--- config.mk ---
export PLATFORM = sky130hd
export DESIGN_NAME = mul_i8_rr_arbiter
export DESIGN_NICKNAME = d
export VERILOG_FILES = /design/src/rtl/mul_i8_rr_arbiter.sv
export SDC_FILE = /design/constraint.sdc
export NUM_CORES = 1
export LEC_CHECK = 0
export CAP_MARGIN = 10
export CORE_MARGIN = 2
export CORE_UTILIZATION = 35
export CTS_CLUSTER_DIAMETER = 120
export CTS_CLUSTER_SIZE = 8
export DETAILED_ROUTE_END_ITERATION = 12
export PLACE_DENSITY = 0.87
export SLEW_MARGIN = 20
export SYNTH_ARGS = -nofsm -noshare
export SYNTH_HDL_FRONTEND = slang
export SYNTH_SLANG_ARGS = --single-unit
--- constraint.sdc ---
create_clock -name clock -period 1.9 [get_ports clock]
set_input_delay 0.19 -clock clock [delete_from_list [all_inputs] [get_ports clock]]
set_output_delay 0.19 -clock clock [all_outputs]
set_load 0.02 [all_outputs]
--- src/rtl/mul_i8_rr_arbiter.sv ---
// Round-robin front end sharing one external 8-bit multiplier among NREQ requesters.
// Define MUL_ARB_PRIO_EN to give requester 0 fixed highest priority.
module mul_i8_rr_arbiter #(
    parameter int unsigned NREQ    = 4,
    parameter int unsigned MUL_LAT = 2
) (
    input  logic              clock,
    input  logic              reset,
    input  logic [NREQ-1:0]   req_valid,
    output logic [NREQ-1:0]   req_ready,
    input  logic [8*NREQ-1:0] req_a,
    input  logic [8*NREQ-1:0] req_b,
    output logic              mul_valid,
    output logic [7:0]        mul_a,
    output logic [7:0]        mul_b,
    input  logic [7:0]        mul_y,
    output logic [NREQ-1:0]   rsp_valid,
    output logic [7:0]        rsp_y,
    output logic [NREQ-1:0]   busy
);
    localparam int unsigned IDW = $clog2(NREQ);

    logic [IDW-1:0]     ptr_q, ptr_d;
    logic [NREQ-1:0]    busy_q, busy_d;
    logic               mul_valid_q, mul_valid_d;
    logic [7:0]         mul_a_q, mul_a_d;
    logic [7:0]         mul_b_q, mul_b_d;
    logic [NREQ-1:0]    rsp_valid_q, rsp_valid_d;
    logic [7:0]         rsp_y_q, rsp_y_d;
    logic [MUL_LAT-1:0] tag_v_q, tag_v_d;
    logic [IDW-1:0]     tag_id_q [MUL_LAT];
    logic [IDW-1:0]     tag_id_d [MUL_LAT];

    logic [NREQ-1:0]    eligible;
    logic               grant_found;
    logic [IDW-1:0]     grant_id;
    logic [IDW-1:0]     scan_id;
    logic [IDW+2:0]     slice_lsb;

    assign eligible  = req_valid & ~busy_q;
    assign slice_lsb = {grant_id, 3'b000};

    always_comb begin
        grant_found = 1'b0;
        grant_id    = '0;
        scan_id     = '0;
        for (int unsigned k = 0; k < NREQ; k++) begin
            scan_id = IDW'((32'(ptr_q) + k) % NREQ);
            if (!grant_found && eligible[scan_id]) begin
                grant_found = 1'b1;
                grant_id    = scan_id;
            end
        end
`ifdef MUL_ARB_PRIO_EN
        if (eligible[0]) begin
            grant_found = 1'b1;
            grant_id    = '0;
        end
`endif
        // Suppress grants while held in reset so req_ready reads 0 there.
        if (!reset) begin
            grant_found = 1'b0;
        end
    end

    always_comb begin
        req_ready = '0;
        if (grant_found) begin
            req_ready[grant_id] = 1'b1;
        end
    end

    always_comb begin
        ptr_d       = ptr_q;
        mul_valid_d = grant_found;
        mul_a_d     = mul_a_q;
        mul_b_d     = mul_b_q;
        // A requester stays busy through its response cycle.
        busy_d      = busy_q & ~rsp_valid_q;
        if (grant_found) begin
            mul_a_d          = req_a[slice_lsb +: 8];
            mul_b_d          = req_b[slice_lsb +: 8];
            busy_d[grant_id] = 1'b1;
            ptr_d            = (grant_id == IDW'(NREQ - 1)) ? '0 : grant_id + IDW'(1);
`ifdef MUL_ARB_PRIO_EN
            if (grant_id == '0) begin
                ptr_d = ptr_q;
            end
`endif
        end

        tag_v_d     = '0;
        tag_id_d    = '{default: '0};
        tag_v_d[0]  = grant_found;
        tag_id_d[0] = grant_id;
        for (int unsigned i = 1; i < MUL_LAT; i++) begin
            tag_v_d[i]  = tag_v_q[i-1];
            tag_id_d[i] = tag_id_q[i-1];
        end

        rsp_valid_d = '0;
        rsp_y_d     = rsp_y_q;
        if (tag_v_q[MUL_LAT-1]) begin
            rsp_valid_d[tag_id_q[MUL_LAT-1]] = 1'b1;
            rsp_y_d                          = mul_y;
        end
    end

    always_ff @(posedge clock or negedge reset) begin
        if (!reset) begin
            ptr_q       <= '0;
            busy_q      <= '0;
            mul_valid_q <= 1'b0;
            mul_a_q     <= '0;
            mul_b_q     <= '0;
            rsp_valid_q <= '0;
            rsp_y_q     <= '0;
            tag_v_q     <= '0;
            tag_id_q    <= '{default: '0};
        end else begin
            ptr_q       <= ptr_d;
            busy_q      <= busy_d;
            mul_valid_q <= mul_valid_d;
            mul_a_q     <= mul_a_d;
            mul_b_q     <= mul_b_d;
            rsp_valid_q <= rsp_valid_d;
            rsp_y_q     <= rsp_y_d;
            tag_v_q     <= tag_v_d;
            tag_id_q    <= tag_id_d;
        end
    end

    assign mul_valid = mul_valid_q;
    assign mul_a     = mul_a_q;
    assign mul_b     = mul_b_q;
    assign rsp_valid = rsp_valid_q;
    assign rsp_y     = rsp_y_q;
    assign busy      = busy_q;

endmodule

==> results by group <==
Global routing
  – Global-route wire length before repair: 9556 um
  – Global route overflow: 0
  – Vias in the first global route: 2,019
  – GRT Overall Usage: 19.03%
  – Largest net degree at the start of global routing: 41
  – Initial antenna violation count: 0

Yosys
  – Synth Flop Type: dfrtp_1
  – Post-Synthesis Cell Area: 2101 um2
  – Syn Inst Count: 187
  – Yosys warnings: 0
  – Yosys top cell area share: 47.65%
  – Synth unique cells: 33
  – Register area share after synthesis: 47.65%
  – Mean post-synth cell area: 11.23 um2
  – Most frequent cells after synthesis: dfrtp_1, nor2_1, and2_1, a211oi_1, mux2i_1
  – Top-count cell post-synth: dfrtp_1
  – Post-synth ARST share: 100.0%
  – Synth Register Bits: 40
  – Synth Net Count: 266
  – Top cell type by total area after synthesis: dfrtp_1
  – Number of synthesized flops with an enable pin: 0
  – Synth top area cells: dfrtp_1, mux2i_1, a221oi_2, a211oi_1, and2_1

Layout
  – Synth-to-Final Area Change: 88.15%
  – Fillers: 447
  – Multi-input logic area: 1257 um2
  – Share of layout cells above drive strength 1: 27.55%
  – Non-filler instance count after layout: 398
  – Final #Nets: 401
  – Ant diodes: 0
  – Register area: 1003 um2

Floorplanning
  – Core Area: 5851 um2
  – Site Rows: 28
  – Initial Util: 35.91%
  – Die width: 81.48 um
  – Ports: 115
  – Die Y: 81.48 um
  – DIE AREA: 6638 um2

STA
  – Final setup viols: 20
  – Max-Slew Margin vs Limit: 66.49%
  – Worst-Margin Slew: 502.7 ps
  – Skew final: 4.939 ps
  – Final slew viol count: 0
  – Hold Fails Final Rpt: 0
  – Setup ws final: -142.5 ps
  – Final period utilization: 107.5%
  – Final min period: 2042 ps
  – RSZ-0062 raised after global routing: yes
  – Achievable Freq: 0.4896 GHz

Power and ir drop
  – Combinational group share of total power: 61.3%
  – Internal Power: 3560 uW
  – Reg power frac: 24.9%
  – Sw Ratio: 40.49%
  – Clock power frac: 13.8%
  – Sw power: 2423 uW
  – Worst vdd ir: 0.8814 mV
  – PD cells: 1514 nW/um2
  – LEAKAGE: 0.001667 uW

Drt
  – Routed Antenna Nets: 0
  – Via-to-Cell Ratio: 5.043
  – Routed wire per std cell: 17.39 um
  – 1st-iter DRT viols: 114
  – First-pass DRT Iterations: 4
  – Final WL: 6920 um
  – # DRC: 0
  – Via count: 2,007

Status
  – Failing checks: setup timing
  – Outcome: finished, violations left

CTS
  – Clock sinks: 40
  – Worst-Skew Late Latency: 290 ps
  – Root buffer cell: clkbuf_8
  – CTS Buffer Depth: 2
  – H-Tree Depth: 2
  – CTS tree: yes
  – CTS buffer count: 5
  – Clk slew on worst S/H paths: 80 ps

Critical path
  – Crit path DAT: 1850 ps
  – Flop-to-flop setup slack: -70 ps
  – R2R Path End: mul_b[4]
  – CP max FO: 3
  – Path depth of the worst reg2reg path: 7
  – Largest stage delay, worst path: 420 ps
  – Delay-heaviest family, CP: simple AND/OR/NAND/NOR gates
  – WP data required: 1710 ps
  – CP Cell Sequence: and3b_1, o211ai_1, nand3_2, ha_4, and2_4, buf_6
  – Crit end category: output port
  – CP max-delay cell: dfrtp_1
  – Worst R2R Start: ptr_q[1]
  – Startpoint Class: register
  – Kind of critical path: register to output port
  – CP Buf/Inv Count: 1

Min path
  – Hold Path Class: register to register
  – Worst min-delay path startpoint: tag_id_d[1]
  – Hold path depth: 0
  – Hold EP: tag_id_q[1]

Place
  – I/O Buffers: 114
  – Routability cong.: 0.8577
  – Dpl cells: 385
  – Final HPWL DP: 4558 um
  – Place WS: -645.7 ps

Job
  – MaxCap Viol Count: 0
layer usage:
layer  global-route usage, %  up-vias  routed length, um
li1                        -      957                  -
met1                   20.83      961               2661
met2                   36.15       76               3775
met3                   4.396       13                355
met4                   5.763        0                127
met5                       0        -                  0
power by group through the flow:
stage	sequential (uW)	clock, uW	combinational, uW
floorplan	1850	0	1260
global placement	1470	0	2990
detailed placement	1490	0	3060
CTS	1480	829	3210
global route	1530	883	3880
finish	1490	826	3670
state kept, by name, summed over array words and instances (netlist names):
register	count
tag_id_d	2
tag_v_q	2
tag_id_q	2
mul_a	8
busy	4
rsp_valid	4
mul_b	8
ptr_q	2
rsp_y	8
how the worst max path moves through the flow:
stage	start	to	slack, ps	depth (start not counted)
floorplan	busy[1]	req_ready[1]	-6	8
global placement	req_valid[0]	req_ready[3]	-560	7
detailed placement	req_valid[0]	req_ready[1]	-650	8
CTS	busy[1]	req_ready[1]	-130	7
global route	ptr_q[1]	req_ready[2]	-250	5
finish	ptr_q[1]	req_ready[1]	-140	6
cells in the final DEF, fill, tap and decap left out, types with 2 or more instances in the layout:
cell	instances
clkdlybuf4s50_1	108
dfrtp_1	38
nor2_1	20
buf_4	19
and2_1	17
mux2i_1	15
a211oi_2	11
a221oi_4	10
mux2_2	8
inv_1	6
a221oi_2	6
a211oi_1	5
clkbuf_8	5
nand2_1	4
buf_6	4
buf_12	3
nor2b_1	2
and3b_1	2
nand2b_2	2
inv_2	2
a21o_1	2
o22ai_1	2
and3_1	2
a21oi_1	2
dfrtp_2	2
bufinv_16	2
clkbuf_16	2
buf_2	2
worst register-to-register path: cells and delay by family (launching register included):
family,cells,cell delay (ps)
AOI/OAI and AO/OA,3,560
buffers and inverters,2,390
DFF,1,420
and+or+nand+nor,2,480
metrics by stage:
stage	util, %	hold WS [ps]	instance area (um2)	TNS [ps]	power (uW)
floorplan	-	-105.6	2113	-6.081	3107
global placement	59.13	291.6	3460	-6271	4462
detailed placement	59.13	290.9	3460	-8227	4552
CTS	63.02	351.7	3687	-987.5	5519
global route	67.56	358.1	3953	-3693	6296
finish	67.56	345.6	3953	-1287	5983
final cells by class:
| cell class | instances | share of cell area (%) |
|---|---|---|
| timing repair buffer | 141 | 36.31 |
| multi-input combinational | 126 | 31.81 |
| sequential | 40 | 25.39 |
| tap | 75 | 2.374 |
| clock buffer | 6 | 1.836 |
| clock inverter | 2 | 1.519 |
| inverter | 8 | 0.7597 |
what timing repair did:
item,in CTS,in global routing
hold buffers,1,0
buffers inserted,1,1
pin swaps,24,17
gates cloned,0,2
gates resized for setup,37,31
endpoints found under the setup margin,20,20
endpoints found under the hold margin,40,0
cell families after synthesis:
logic type               count (synthesis)  share of synthesized area (%)
AND/OR/NAND/NOR                         57                          14.65
AO/OA/AOI/OAI                           44                          19.95
flip-flops                              40                          47.65
adder cells (fa/ha/maj)                  1                         0.5955
buffers and inverters                   21                          5.240
multiplexers                            24                          11.91
Note: power is estimated with default switching activity, not from simulation.
